===== config.mk =====
export PLATFORM = sky130hd
export DESIGN_NAME = fetch_unit
export DESIGN_NICKNAME = d
export VERILOG_FILES = /design/src/rtl/fetch_unit.sv
export SDC_FILE = /design/constraint.sdc
export NUM_CORES = 1
export LEC_CHECK = 0
export CAP_MARGIN = 15
export CORE_MARGIN = 2
export CORE_UTILIZATION = 54
export CTS_BUF_LIST = sky130_fd_sc_hd__clkbuf_16
export CTS_CLUSTER_SIZE = 25
export DETAILED_ROUTE_END_ITERATION = 10
export GPL_ROUTABILITY_DRIVEN = 0
export PLACE_DENSITY = 0.8
export SLEW_MARGIN = 20
export SYNTH_ARGS = -nofsm -noshare
export SYNTH_HDL_FRONTEND = slang
export SYNTH_SLANG_ARGS = --single-unit
export TNS_END_PERCENT = 1

===== constraint.sdc =====
create_clock -name clk -period 4 [get_ports clk]
set_input_delay 0.4 -clock clk [delete_from_list [all_inputs] [get_ports clk]]
set_output_delay 0.4 -clock clk [all_outputs]
set_load 0.02 [all_outputs]

===== src/rtl/fetch_unit.sv =====
// fetch_unit: instruction-fetch front end.
//
// Holds the fetch PC and issues pipelined word-aligned requests to instruction
// memory over a valid/ready request channel. Responses arrive in order and
// cannot be back-pressured. Returned instructions are buffered in a DEPTH-entry
// FIFO together with their PC and PC+4. A redirect flushes the FIFO and marks
// every in-flight request as stale, so its response is dropped on arrival.
//
// Ports:
//   clk              clock, all state updates on the rising edge
//   PCReset          synchronous active-high reset
//   imem_req_valid   fetch request valid
//   imem_req_ready   memory accepts the request
//   imem_req_addr    fetch address (word-aligned)
//   imem_resp_valid  in-order response valid
//   imem_resp_data   returned instruction
//   redirect         branch/jump taken, load redirect_pc
//   redirect_pc      new PC, bits [1:0] forced to zero
//   instr_valid      FIFO head valid
//   instr_ready      consumer accepts the head entry
//   instr            head instruction
//   instr_pc         PC of the head instruction
//   instr_incr_pc    instr_pc + 4 (wrapping)
module fetch_unit #(
  parameter int unsigned          ADDR_W   = 32,
  parameter int unsigned          INSTR_W  = 32,
  parameter int unsigned          DEPTH    = 4,
  parameter logic [ADDR_W-1:0]    RESET_PC = '0
) (
  input  logic               clk,
  input  logic               PCReset,
  output logic               imem_req_valid,
  input  logic               imem_req_ready,
  output logic [ADDR_W-1:0]  imem_req_addr,
  input  logic               imem_resp_valid,
  input  logic [INSTR_W-1:0] imem_resp_data,
  input  logic               redirect,
  input  logic [ADDR_W-1:0]  redirect_pc,
  output logic               instr_valid,
  input  logic               instr_ready,
  output logic [INSTR_W-1:0] instr,
  output logic [ADDR_W-1:0]  instr_pc,
  output logic [ADDR_W-1:0]  instr_incr_pc
);

  localparam int unsigned PW = $clog2(DEPTH);
  localparam int unsigned CW = PW + 1;
  // Occupancy sum is kept two bits wider than a counter so it never wraps.
  localparam logic [CW+1:0] DEPTH_C = (CW+2)'(DEPTH);

  logic [ADDR_W-1:0]  pc;
  logic [ADDR_W-1:0]  slot_pc    [DEPTH];
  logic [INSTR_W-1:0] slot_instr [DEPTH];

  logic [PW-1:0] wr_ptr;
  logic [PW-1:0] fill_ptr;
  logic [PW-1:0] rd_ptr;

  logic [CW-1:0] live;
  logic [CW-1:0] drop;
  logic [CW-1:0] count;

  logic [CW+1:0] occupancy;
  logic          credit;
  logic          req_fire;
  logic          resp_drop;
  logic          resp_fill;
  logic          pop;
  logic          unused_pc_bits;

  assign unused_pc_bits = ^redirect_pc[1:0];

  assign occupancy = (CW+2)'(count) + (CW+2)'(live) + (CW+2)'(drop);
  assign credit    = occupancy < DEPTH_C;

  assign imem_req_valid = !PCReset && !redirect && credit;
  assign imem_req_addr  = pc;
  assign req_fire       = imem_req_valid && imem_req_ready;

  // Stale responses are consumed first; a response with nothing outstanding
  // is a protocol error and falls through both terms, leaving state untouched.
  assign resp_drop = imem_resp_valid && (drop != '0);
  assign resp_fill = imem_resp_valid && (drop == '0) && (live != '0);

  assign instr_valid   = !PCReset && (count != '0);
  assign pop           = instr_valid && instr_ready;
  assign instr         = slot_instr[rd_ptr];
  assign instr_pc      = slot_pc[rd_ptr];
  assign instr_incr_pc = slot_pc[rd_ptr] + ADDR_W'(4);

  always_ff @(posedge clk) begin
    if (PCReset) begin
      pc       <= RESET_PC;
      wr_ptr   <= '0;
      fill_ptr <= '0;
      rd_ptr   <= '0;
      live     <= '0;
      drop     <= '0;
      count    <= '0;
    end else if (redirect) begin
      pc       <= {redirect_pc[ADDR_W-1:2], 2'b00};
      wr_ptr   <= '0;
      fill_ptr <= '0;
      rd_ptr   <= '0;
      count    <= '0;
      live     <= '0;
      // Everything still outstanding becomes stale, minus a response landing
      // now (whether it was live or already stale, it is gone after this edge).
      drop     <= drop + live - CW'(resp_drop || resp_fill);
    end else begin
      if (req_fire) begin
        pc     <= pc + ADDR_W'(4);
        wr_ptr <= wr_ptr + PW'(1);
      end
      if (resp_fill) fill_ptr <= fill_ptr + PW'(1);
      if (pop)       rd_ptr   <= rd_ptr + PW'(1);
      live  <= live + CW'(req_fire) - CW'(resp_fill);
      count <= count + CW'(resp_fill) - CW'(pop);
      drop  <= drop - CW'(resp_drop);
    end
  end

  // Slot payload needs no reset: a slot is only read once count covers it.
  always_ff @(posedge clk) begin
    if (!PCReset && !redirect) begin
      if (req_fire)  slot_pc[wr_ptr]      <= pc;
      if (resp_fill) slot_instr[fill_ptr] <= imem_resp_data;
    end
  end

endmodule


==> impl_results.md <==
- Outcome: finished clean
- Boundary pin count: 200
- Required time of the critical path: 3600 ps
- Fraction of registers with async set/reset: 0%
- Number of detailed-routing iterations run before antenna repair: 5
- Max frequency: 265 MHz
- Slew at the pin closest to its max-slew limit: 909 ps
- Library cell used as clock root buffer: clkbuf_16
- Aggregate negative setup slack: 0 ps
- Reg-to-reg endpoint: live[2]
- Static leakage power: 5.17 nW
- Startpoint of the worst register-to-register path: live[1]
- Portion of the clock cycle consumed by the worst path in the final layout: 94.3%
- PortBufs: 191
- Routed len/inst: 21.3 um
- Core box area: 22,700 um^2
- Initial drt markers: 545
- Row count: 55
- Total placed cells including tap cells: 1,212
- Worst slew margin relative to its limit: 39.1%
- Mean Syn Cell Area: 16.7 um^2
- Number of synthesized register bits: 295
- Area added between synthesis and finish: 24.6%
- Depth of the most critical reg-to-reg path: 15
- Slowest stage cell on the critical path: clkdlybuf4s50_1
- Remaining antenna violation count after routing: 0
- Maximum buffer depth of the clock tree: 3
- Sort of element at the start of the critical path: flip-flop
- Pin count of the biggest net entering global routing: 33
- Proportion of layout cells with a drive suffix above 1: 15.0%
- Final cell count without fillers: 1,264
- Multi-input logic area: 3830 um^2
- Total setup violations reported at the end of the flow: 0
- Worst reg2reg setup slack: 500 ps
- Clock tree from TritonCTS: done
- Insertion delay of the later-clocked pin in the worst-skew pair: 550 ps
- Total Die Area: 24,400 um^2
- Predominant post-synthesis flop cell: edfxtp_1
- Post-Syn Instances: 750
- Remaining routing DRC violations: 0
- Total power density per cell area: 415 nW/um^2
- Crit-path most repeated cell: nand2_1
- Crit end category: output port
- Final setup skew: 8.41 ps
- Max Transition Viols Final: 0
- Die Ht: 156 um
- Worst EP arrival: 3370 ps
- Via count of the first global-routing pass: 7,295
- Class of the tightest hold or removal check: primary input to flip-flop
- Fillers: 1,516
- Number of max-cap violations: 0
- Beginning of the worst hold path: redirect_pc[3]
- Maximum fanout count along the critical path: 20
- Post-CTS Repair Setup Buffers: 0
- Antenna violations before repair: 0
- First-pass GRT wire length: 41.9 mm
- Clock sink count: 295
- Starting utilization of the core area: 55.2%
- Type of the setup path with the least slack: flip-flop to output port
- Post-synthesis cell type count: 68
- Total CTS buffers: 29
- GRT Total Usage: 22.4%
- Worst Hold Path EP: imem_req_addr[3]
- Number of cells on the worst hold path: 3
- Die X-Extent: 156 um
- Peak per-stage delay on the critical path: 630 ps
- Net count, final: 1,056
- Portion of the post-synthesis area used by sequential elements: 66.9%
- H-tree Lvls: 1
- DP Wirelength: 17.8 mm
- Number of synthesized flops with an enable pin: 248
- Clock period minus final worst setup slack: 3770 ps
- Register cell area after layout: 8400 um^2
- Chain of cells forming the critical path: mux4_2, ha_1, nand2_1, nor3_2, nand2_1, xnor2_1, clkdlybuf4s50_1
- Cell area after technology mapping: 12,500 um^2
- Remaining Overflow, GRT: 0
- Final hold violation count: 0
- Ratio of routed vias to standard cells: 5.85
- Total wire length after detailed routing: 27.0 mm
- Setup repair after global routing missed its margin: false
- Number of diodes: 0
- Largest voltage drop on the vdd net: 0.000296 V
- Number of warnings issued by yosys: 0
- Clock-pin slew reported for the worst setup and hold paths after clock tree synthesis: 60 ps
- Via count: 7,392
worst max-delay path, delay by kind of cell (launching register included):
family / cells / cell delay [ps]
mux: 1 / 400
buf+inv: 1 / 630
flops: 1 / 600
xor+xnor: 1 / 200
simple gates: 3 / 720
fa+ha+maj: 1 / 250
timing repair:
action	CTS	global route
endpoints found under the setup margin	0	9
hold endpoints to repair	0	0
resized for setup	0	2
hold buffers	0	0
state kept, by name (all words and copies together), names as in the netlist, named ones only:
register	count
count	3
drop	3
fill_ptr	2
imem_req_addr	30
live	3
rd_ptr	2
slot_instr	128
slot_pc	120
wr_ptr	2
layer usage:
layer	wire length, um	track usage (%)	share of wire, %	vias up
met2	13200	36.4	49	287
met5	0	0	0	-
met4	672	6.42	2.5	0
met3	1810	2.94	6.7	46
li1	-	-	-	3366
met1	11300	32.2	42	3693
worst max path at each step:
| stage | startpoint | endpoint | slack, ps |
|---|---|---|---|
| global route | flip-flop | instr_incr_pc[22] | 3 |
| floorplan | live[1] | live[2] | 350 |
| finish | flip-flop | instr_incr_pc[12] | 230 |
| detailed placement | live[1] | live[2] | 520 |
| global placement | live[1] | live[2] | 590 |
| CTS | flip-flop | instr_incr_pc[12] | 60 |
layout make-up:
class,instances,area share [%]
flip-flops and latches,295,53.8
multi-input cells,389,24.5
inverters,35,0.841
clock inverters,23,0.897
clock buffers,29,4.65
repair buffers,208,13.1
well taps,285,2.28
Yosys cell counts (all sizes together), types with 6 or more instances:
library cell	n	share of area [%]
and2	11	0.55
dfxtp	47	7.5
buf	26	1.4
ha	22	2.2
nor3	17	0.76
inv	34	1.0
nand4	17	1.0
edfxtp	248	59
mux2	9	0.81
xor2	6	0.42
nor4	8	0.74
nand2	33	0.99
xnor2	33	2.3
mux4	62	11
fa	6	0.96
clkbuf	10	0.30
nand3	27	1.2
and3	11	0.55
a31oi	8	0.40
mux2i	9	0.72
nor2	34	1.0
a221o	9	0.72
kinds of logic after synthesis:
group                      after synthesis  synth area share, %
buffers and inverters                   71                 2.72
AOI/OAI and AO/OA                       57                 3.61
adders and majority gates               28                 3.16
other                                    1               0.0299
and+or+nand+nor                        179                 8.15
muxes                                   80                 12.7
xor gates and xnor gates                39                 2.73
DFF                                    295                 66.9
metrics by stage:
stage / worst slack [ps] / util [%] / hold slack (ps) / area (um^2) / total power, mW
after floorplan: 353 / - / 469 / 12500 / 3.81
final: 226 / 68.8 / 438 / 15600 / 6.48
after global placement: 589 / 64.9 / 485 / 14700 / 4.06
after detailed placement: 522 / 64.9 / 513 / 14700 / 4.07
after CTS: 55.7 / 68.7 / 421 / 15600 / 6.52
after global routing: 3.32 / 68.8 / 449 / 15600 / 6.70
layout by cell type (no fill, tap or decap), types with 11 or more instances in the layout:
master,count
and2_1,11
buf_4,16
clkbuf_16,29
clkdlybuf4s50_1,191
dfxtp_1,45
edfxtp_1,248
ha_1,22
inv_1,42
mux4_2,62
nand2_1,33
nand3_1,23
nand4_1,15
nor2_1,34
nor3_1,15
xnor2_1,33
report_power, final:
group          internal (mW)  switching [mW]  total [mW]
registers               3.38          0.0766        3.46
logic                  0.270           0.281       0.551
clock network           1.38            1.09        2.47
total                   5.03            1.45        6.48
(Power assumes the default switching activity.)
